$ cat src/rtl/serial_arith_pkg.sv
// Shared definitions for the bit-serial arithmetic units.
// Holds the controller state encoding and the signed-overflow helper.
package serial_arith_pkg;

    // Controller states; encoding 2'd3 is unused and recovers to IDLE
    typedef enum logic [1:0] {
        ST_IDLE  = 2'd0,
        ST_SHIFT = 2'd1,
        ST_DONE  = 2'd2
    } state_t;

    // Signed overflow of a - b: operand signs differ and the result sign
    // differs from the minuend sign.
    function automatic logic sub_overflow(
        input logic a_msb,
        input logic b_msb,
        input logic d_msb
    );
        return (a_msb ^ b_msb) & (d_msb ^ a_msb);
    endfunction

endpackage

$ cat src/rtl/full_subtractor.sv
// One-bit full subtractor cell: d = x - y - bin, with borrow-out.
module full_subtractor (
    input  logic x,
    input  logic y,
    input  logic bin,
    output logic d,
    output logic bout
);

    // Difference and borrow of a single bit position
    always_comb begin
        d    = x ^ y ^ bin;
        bout = (~x & y) | (~(x ^ y) & bin);
    end

endmodule

$ cat src/rtl/serial_subtractor.sv
// Bit-serial subtractor: diff = a - b - bin computed LSB first, one bit per
// clock, through a single full-subtractor cell. Operands are captured on an
// accepted start; results hold until the next operation completes.
module serial_subtractor
    import serial_arith_pkg::*;
#(
    parameter int WIDTH = 8
) (
    input  logic             clk,
    input  logic             rst_n,
    input  logic             start,
    input  logic [WIDTH-1:0] a,
    input  logic [WIDTH-1:0] b,
    input  logic             bin,
    output logic             busy,
    output logic             done,
    output logic [WIDTH-1:0] diff,
    output logic             bout,
    output logic             ovf
);

    localparam int CNT_W = $clog2(WIDTH);
    localparam logic [CNT_W-1:0] LAST_CNT = CNT_W'(WIDTH - 1);

    state_t           state_q,  state_d;
    logic [WIDTH-1:0] a_sh_q,   a_sh_d;
    logic [WIDTH-1:0] b_sh_q,   b_sh_d;
    logic [WIDTH-1:0] res_q,    res_d;
    logic             br_q,     br_d;
    logic [CNT_W-1:0] cnt_q,    cnt_d;
    logic             a_msb_q,  a_msb_d;
    logic             b_msb_q,  b_msb_d;
    logic             busy_q,   busy_d;
    logic             done_q,   done_d;
    logic [WIDTH-1:0] diff_q,   diff_d;
    logic             bout_q,   bout_d;
    logic             ovf_q,    ovf_d;

    logic fs_d;
    logic fs_bout;

    full_subtractor u_fs (
        .x    (a_sh_q[0]),
        .y    (b_sh_q[0]),
        .bin  (br_q),
        .d    (fs_d),
        .bout (fs_bout)
    );

    // Next-state logic: capture on accepted start, shift one bit per SHIFT
    // cycle, and publish the result on the edge that enters DONE. busy lags
    // the state by one cycle so it drops on the same edge that raises done.
    always_comb begin
        state_d = state_q;
        a_sh_d  = a_sh_q;
        b_sh_d  = b_sh_q;
        res_d   = res_q;
        br_d    = br_q;
        cnt_d   = cnt_q;
        a_msb_d = a_msb_q;
        b_msb_d = b_msb_q;
        diff_d  = diff_q;
        bout_d  = bout_q;
        ovf_d   = ovf_q;
        busy_d  = 1'b0;

        case (state_q)
            ST_IDLE, ST_DONE: begin
                if (start) begin
                    a_sh_d  = a;
                    b_sh_d  = b;
                    br_d    = bin;
                    a_msb_d = a[WIDTH-1];
                    b_msb_d = b[WIDTH-1];
                    cnt_d   = '0;
                    state_d = ST_SHIFT;
                end else begin
                    state_d = ST_IDLE;
                end
            end
            ST_SHIFT: begin
                a_sh_d = a_sh_q >> 1;
                b_sh_d = b_sh_q >> 1;
                res_d  = {fs_d, res_q[WIDTH-1:1]};
                br_d   = fs_bout;
                cnt_d  = cnt_q + CNT_W'(1);
                if (cnt_q == LAST_CNT) begin
                    state_d = ST_DONE;
                    diff_d  = {fs_d, res_q[WIDTH-1:1]};
                    bout_d  = fs_bout;
                    ovf_d   = sub_overflow(a_msb_q, b_msb_q, fs_d);
                end else begin
                    busy_d = 1'b1;
                end
            end
            default: begin
                state_d = ST_IDLE;
            end
        endcase

        done_d = (state_d == ST_DONE);
    end

    // All state and registered outputs; synchronous active-low reset
    always_ff @(posedge clk) begin
        if (!rst_n) begin
            state_q <= ST_IDLE;
            a_sh_q  <= '0;
            b_sh_q  <= '0;
            res_q   <= '0;
            br_q    <= 1'b0;
            cnt_q   <= '0;
            a_msb_q <= 1'b0;
            b_msb_q <= 1'b0;
            busy_q  <= 1'b0;
            done_q  <= 1'b0;
            diff_q  <= '0;
            bout_q  <= 1'b0;
            ovf_q   <= 1'b0;
        end else begin
            state_q <= state_d;
            a_sh_q  <= a_sh_d;
            b_sh_q  <= b_sh_d;
            res_q   <= res_d;
            br_q    <= br_d;
            cnt_q   <= cnt_d;
            a_msb_q <= a_msb_d;
            b_msb_q <= b_msb_d;
            busy_q  <= busy_d;
            done_q  <= done_d;
            diff_q  <= diff_d;
            bout_q  <= bout_d;
            ovf_q   <= ovf_d;
        end
    end

    assign busy = busy_q;
    assign done = done_q;
    assign diff = diff_q;
    assign bout = bout_q;
    assign ovf  = ovf_q;

endmodule

$ cat config.mk
export PLATFORM = sky130hd
export DESIGN_NAME = serial_subtractor
export DESIGN_NICKNAME = d
export VERILOG_FILES = /design/src/rtl/serial_arith_pkg.sv /design/src/rtl/full_subtractor.sv /design/src/rtl/serial_subtractor.sv
export SDC_FILE = /design/constraint.sdc
export NUM_CORES = 1
export LEC_CHECK = 0
export CAP_MARGIN = 10
export CORE_MARGIN = 1.5
export CORE_UTILIZATION = 30
export DETAILED_ROUTE_END_ITERATION = 6
export DONT_BUFFER_PORTS = 1
export GPL_TIMING_DRIVEN = 0
export SLEW_MARGIN = 25
export SYNTH_ARGS = -nofsm -noshare
export SYNTH_HDL_FRONTEND = slang
export SYNTH_SLANG_ARGS = --single-unit
$ cat constraint.sdc
create_clock -name clk -period 2.8 [get_ports clk]
set_clock_uncertainty 0.2 [all_clocks]
set_input_delay 0.42 -clock clk [delete_from_list [all_inputs] [get_ports clk]]
set_output_delay 0.42 -clock clk [all_outputs]
set_load 0.05 [all_outputs]
==> results by group, run 1 <==
Global routing
  • Number of global-route vias before repair: approximately 1300
  • Gr ovfl total: 0
  • Tot GR Track Use: a little over an eighth
  • Largest net degree at the start of global routing: 12
  • First-pass GRT wire length: approximately 6.4 mm
  • Initial antenna violation count: 0

Synthesis
  • Mapped Nets: about 210
  • XOR/XNOR share of the synthesized area: 0%
  • Synth cell types: 31
  • Cell count after synthesis: ~190
  • Mux share of post-synthesis cell area: 0%
  • Synthesized cell area: about 1700 sq um
  • Sequential-to-total area share from yosys stat: 50.7%
  • Synthesized area per cell: ~9 sq um
  • Post-synthesis register bit count: 43
  • Post-synthesis compound-gate area fraction: 20.0%
  • Adder-Cell Fraction of Synth Area: under 10%
  • Simple logic cell fraction of the synthesized area: around 22%
  • YS warnings: 0
  • Main combinational cell family by area after synthesis: simple AND/OR/NAND/NOR gates

Critical path
  • WP data arrival: about 1.7 ns
  • Critical Path RT: 2.78 ns
  • Reg2Reg Depth: 5
  • Reg-to-Reg Start: cnt_q[0]
  • Worst Path Max Fanout: 10
  • Reg-to-Reg End: bout
  • CP Class: reg2reg
  • Element type at the critical path end: flop
  • R2R setup slack: around 1.1 ns
  • Worst setup SP type: flop

Die
  • Die W: ~80 microns
  • Die height: 78.3 microns
  • # rows: 27
  • Core region area: 5470 sq um
  • Die Footprint: around 6100 sq um
  • Initial Util: 31.0%
  • Num ports: 32

Routing
  • DR vias/cell: 4.92
  • Drt first pass iters: 4
  • Antenna Nets Post-Route: 0
  • Wire per inst: ~14 microns
  • Routed WL: roughly 3.7 mm
  • DRC viols: 0
  • DRT iter0 DRCs: 90
  • DR vias: 1309

Clocking
  • Cts repair resizes: 0
  • Setup Buffers After CTS: 0
  • CTS Buffer Depth: 2
  • Clk_lat worst skew: approximately 0.29 ns
  • CTS sink cnt: 43
  • H-tree depth: 2
  • Clock root buffer master: clkbuf_8
  • Num CTS Buffers: 5
  • TritonCTS clock tree: built
  • CTS clk-pin slew, worst paths: around 0.080 ns
  • Post-cts hold buffer count: 0

Power and ir drop
  • Power Density: a little over 600 nW/um^2
  • Leakage power: around 0.67 nW
  • Maximum vdd drop: ~0.22 mV

Run status
  • Status: complete, no violations

STA
  • RSZ-0062 raised after global routing: false
  • Final Hold Fails: 0
  • Tmin final: approximately 1.7 ns
  • Slew Viols, Final: 0
  • Slew HR: between 60% and 70%
  • Setup violators final: 0
  • Fmax: 589 MHz
  • Final worst path period share: approximately three fifths
  • Setup tns final: 0 ns
  • Worst slew pin tran: between 0.5 and 0.6 ns

Job
  • Max-cap viol count: 0

Worst hold path
  • HP Start: rst_n
  • Worst min path class: in2reg
  • Hold Path Sink: b_sh_q[0]
  • WHS Path Cells: 2

Placed design
  • Post-DP HPWL: 2.55 mm
  • Post-Place Cells: 260
  • RePlAce Congestion: roughly 0.76
  • # port buffers: 0

Final layout
  • Nets: 218
  • Area added between synthesis and finish: 9.57%
  • Non-Filler Instances: roughly 270
  • Layout cells sized above 1: approximately 8.2%
  • Diodes inserted: 0
## flip-flops by register name, indices dropped and copies added (netlist names)
signal,count
done,1
diff,8
busy,1
b_msb_q,1
res_q,7
cnt_q,3
a_msb_q,1
bout,1
b_sh_q,8
state_q,2
br_q,1
ovf,1
a_sh_q,8
## how the worst max path moves through the flow
stage / start / to / cells after the start
after global placement: cnt_q[0] / ovf / 5
final: cnt_q[0] / bout / 5
after floorplan: cnt_q[0] / bout / 5
after global routing: cnt_q[0] / ovf / 5
after CTS: cnt_q[0] / ovf / 5
after detailed placement: cnt_q[0] / bout / 5
## synth_stat cells, drive strengths merged
cell type  instances  area (sq um)
dfxtp             43           861
a2bb2oi            1          8.76
o21a               1          7.51
and3b              1          8.76
and2b              1          7.51
fa                 1          20.0
ha                 2          25.0
nand3b             2          15.0
nand3              5          25.0
o221ai            14           123
nor3b              1          7.51
o21ai              2          10.0
clkbuf             5          20.0
o211a              1          10.0
nand2             37           139
nor2b              1          6.26
a31oi              1          6.26
a21oi              2          10.0
nand2b             2          15.0
buf                9          55.1
nor3              13          65.1
inv                2          7.51
a21boi            22           165
nor2              15          56.3
and3               1          6.26
and2               3          18.8
## cells in the final DEF (no fill, tap or decap), types with 2 or more instances in the layout
cell | synthesis | routed
clkbuf_1 | 4 | 5
nand3_1 | 5 | 5
nand3b_1 | 2 | 2
o221ai_1 | 14 | 14
buf_2 | 5 | 5
nor2_1 | 15 | 15
a21boi_0 | 5 | 5
nand2_1 | 37 | 37
a21oi_1 | 2 | 2
clkbuf_8 | 0 | 5
dfxtp_1 | 43 | 43
nor3_1 | 13 | 13
buf_4 | 4 | 4
and2_1 | 3 | 3
a21boi_1 | 17 | 17
ha_1 | 2 | 2
inv_1 | 2 | 2
## through the flow
stage | utilization [%] | area, sq um | setup slack, ns | power [mW] | hold WS, ns
detailed placement | 32.7 | 1790 | 1.12 | 0.805 | 0.261
floorplan | - | 1700 | 1.24 | 0.775 | 0.241
global route | 34.0 | 1860 | 0.968 | 1.21 | 0.0627
global placement | 32.7 | 1790 | 1.11 | 0.804 | 0.251
finish | 34.0 | 1860 | 1.10 | 1.16 | 0.0673
CTS | 34.0 | 1860 | 1.09 | 1.17 | 0.0617
## report_power, final
part	switching, mW	internal (mW)	leakage [nW]	total [mW]
Sequential	0.0205	0.643	0.351	0.663
Combinational	0.0741	0.0537	0.284	0.128
Clock	0.198	0.167	0.0371	0.365
Total	0.293	0.863	0.673	1.16
## cells by family (layout without fill, tap and decap cells)
group	after synthesis	count (layout)
adder cells (fa/ha/maj)	3	3
buffers and inverters	16	22
flip-flops	43	43
AND/OR/NAND/NOR	82	82
AO/OA/AOI/OAI	44	44
## worst max-delay path, stage by stage (launching register included)
cell	delay, ns
dfxtp_1	0.33
ha_1	0.20
ha_1	0.22
and3b_1	0.24
buf_4	0.19
o211a_1	0.20
## per-layer routing
metal | share of wire [%] | up-vias | global-route usage [%]
met1 | 51 | 616 | 17.6
met3 | 4.0 | 4 | 3.95
met5 | 0 | - | 0
li1 | - | 667 | -
met2 | 44 | 22 | 20.4
met4 | 1.0 | 0 | 5.00
## final cells by class
cell class | count | area, sq um
Tap cell | 72 | 90.1
Fill cell | 605 | 3610
Clock buffer | 6 | 72.6
Buffer | 14 | 75.1
Sequential cell | 43 | 861
Multi-Input combinational cell | 129 | 756
Inverter | 2 | 7.51
(Power assumes the default switching activity.)
==> run 2, diff against run 1 <==
==> constraint.sdc (replaced) <==
create_clock -name clk -period 1.4 [get_ports clk]
set_clock_uncertainty 0.2 [all_clocks]
set_input_delay 0.21 -clock clk [delete_from_list [all_inputs] [get_ports clk]]
set_output_delay 0.21 -clock clk [all_outputs]
set_load 0.05 [all_outputs]
==> run 2 against run 1 <==
  * The flow now finishes with violations (negative setup slack)
  * Die area stayed put
  * Critical path depth stayed put
  * Register-to-register slack worse by 1.2 ns
  * Critical path type unchanged
  * Sequential power is 100% higher
  * Combinational power grew to 2.8 times the previous value
  * Largest cell class unchanged
  * Sequential cell count stayed put
  * Total power is 110% higher
==> results by group, run 2 (synthesis results as in run 1) <==
Run status
  • Status: complete, but fails checks
  • Failing checks: negative setup slack

Routing
  • DR vias: 1454 (+11%)
  • Routed WL: 4.16 mm (+11%)
  • DRC viols: 0 (unchanged)
  • DRT iter0 DRCs: 70 (-22%)
  • Drt first pass iters: 5 (+1)
  • Wire per inst: 14.0 microns (about the same)
  • Antenna Nets Post-Route: 0 (unchanged)
  • DR vias/cell: 4.91 (-0.18%)

Power and ir drop
  • Leakage power: 0.824 nW (+23%)
  • Maximum vdd drop: 0.534 mV (+140%)
  • Total power: 2.46 mW (+110%)
  • Power Density: 1090 nW/um^2 (+75%)

Critical path
  • CP Class: reg2reg
  • Critical Path RT: 1.39 ns (-1.39 ns)
  • Reg-to-Reg End: bout
  • Slowest-stage cell, CP: dfxtp_2
  • Most used cell, CP: ha_4
  • Element type at the critical path end: flop
  • CP Capture Point: bout
  • Reg2Reg Depth: 5 (unchanged)
  • Crit path from: cnt_q[0]
  • Crit-path cells: ha_4 -> ha_4 -> and3b_2 -> buf_6 -> o211a_1
  • Worst setup SP type: flop
  • Max incr delay on CP: 0.34 ns (about the same)
  • R2R setup slack: -0.12 ns (-1.23 ns)
  • Worst Path Max Fanout: 5 (-5)
  • WP data arrival: 1.51 ns (-0.17 ns)
  • Reg-to-Reg Start: cnt_q[0]

Die
  • Die height: 78.3 microns (unchanged)
  • Num ports: 32 (unchanged)
  • Initial Util: 31.0% (unchanged)
  • Die W: 78.3 microns (unchanged)
  • Core region area: 5470 sq um (unchanged)
  • Die Footprint: 6120 sq um (unchanged)
  • # rows: 27 (unchanged)

Final layout
  • Commonest non-fill, non-tap cell in the layout: dfxtp_1
  • Diodes inserted: 0 (unchanged)
  • Fin area: 2260 sq um (+22%)
  • Nets: 246 (+13%)
  • Fin util: 41.4% (+7.4 points)
  • Layout cells sized above 1: 25.0% (+17 points)
  • Most frequent cells in the layout: dfxtp_1 (36), nand2_1 (31), a21boi_1 (19), dlygate4sd3_1 (19), nor2_1 (15)
  • Area added between synthesis and finish: 33.3%

Global routing
  • Number of global-route vias before repair: 1408 (+7.5%)
  • First-pass GRT wire length: 6.87 mm (+7.5%)
  • Gr ovfl total: 0 (unchanged)
  • Initial antenna violation count: 0 (unchanged)
  • Tot GR Track Use: 14.4% (+1.0 points)
  • Largest net degree at the start of global routing: 14 (+2)

STA
  • Slew Viols, Final: 0 (unchanged)
  • Worst slew pin tran: 0.543 ns (+0.00823 ns)
  • Setup tns final: -0.700 ns (-0.700 ns)
  • Final Hold Fails: 0 (unchanged)
  • Tmin final: 1.52 ns (-0.174 ns)
  • PnR worst setup slack: -0.125 ns (-1.23 ns)
  • Fmax: 656 MHz (+11%)
  • Final worst path period share: 109% (+48 points)
  • Worst hold slack: 0.116 ns (+0.0490 ns)
  • Setup violators final: 13 (+13)
  • RSZ-0062 raised after global routing: true
  • Slew HR: 63.7% (-0.55 points)

Clocking
  • H-tree depth: 2 (unchanged)
  • Clk_lat worst skew: 0.29 ns (about the same)
  • Num CTS Buffers: 5 (unchanged)
  • CTS Buffer Depth: 2 (unchanged)
  • CTS sink cnt: 43 (unchanged)
  • TritonCTS clock tree: built
  • Clock root buffer master: clkbuf_8
  • CTS clk-pin slew, worst paths: 0.08 ns (about the same)

Placed design
  • Post-DP HPWL: 2.62 mm (+2.9%)
  • # port buffers: 0 (unchanged)
  • Post-placement cell area: 1820 sq um (+1.8%)
  • RePlAce Congestion: 0.765 (about the same)

Job
  • Max-cap viol count: 0 (unchanged)

Worst hold path
  • Worst min path class: in2reg
[run 2: through the flow]
stage | instances | setup WS, ns
2_1_floorplan | 188 | -0.0668
3_3_place_gp | 260 | -0.175
3_5_place_dp | 260 | -0.242
4_1_cts | 293 | -0.108
5_1_grt | 296 | -0.166
6_report | 296 | -0.125
[run 2: where the power goes]
part           switching [mW]  leakage [nW]  internal [mW]
Combinational           0.176         0.429          0.179
Sequential             0.0495         0.354           1.29
Clock                   0.422        0.0412          0.349
Total                   0.647         0.824           1.82
[run 2: layout make-up]
cell class | count | area (sq um)
clock inverter | 2 | 12.5
clock buffer | 6 | 72.6
tap | 72 | 90.1
sequential | 43 | 870
buffer | 14 | 96.3
inverter | 2 | 7.51
fill | 579 | 3210
timing repair buffer | 28 | 277
multi-input combinational | 129 | 840
[run 2: worst min-delay path by stage]
stage,from,endpoint,slack (ns),cells past startpoint
floorplan,rst_n,b_sh_q[0],0.15,2
detailed placement,rst_n,b_sh_q[0],0.17,2
global placement,rst_n,b_sh_q[0],0.16,2
CTS,rst_n,res_q[6],0.11,2
finish,rst_n,res_q[6],0.12,2
global route,rst_n,diff[5],0.15,2
[run 2: layer usage]
| metal | GRT usage [%] | vias to the layer above | share of wire [%] |
|---|---|---|---|
| li1 | - | 725 | - |
| met1 | 17.9 | 699 | 47 |
| met2 | 23.7 | 26 | 48 |
| met3 | 3.60 | 4 | 4.2 |
| met4 | 5.89 | 0 | 1.2 |
| met5 | 0 | - | 0 |
[run 2: timing repair]
item,in CTS,in global routing
setup endpoints to repair,13,37
buffers inserted,6,2
gates resized for setup,8,36
hold buffers,19,0
hold endpoints to repair,22,0
gates cloned,0,1
pin swaps,1,6
[run 2: worst max-delay path: cells and delay by family (launching register included)]
kind,cells,cell delay [ns]
adders and majority gates,2,0.32
and+or+nand+nor,1,0.23
buffers and inverters,1,0.14
DFF,1,0.34
AOI/OAI and AO/OA,1,0.19
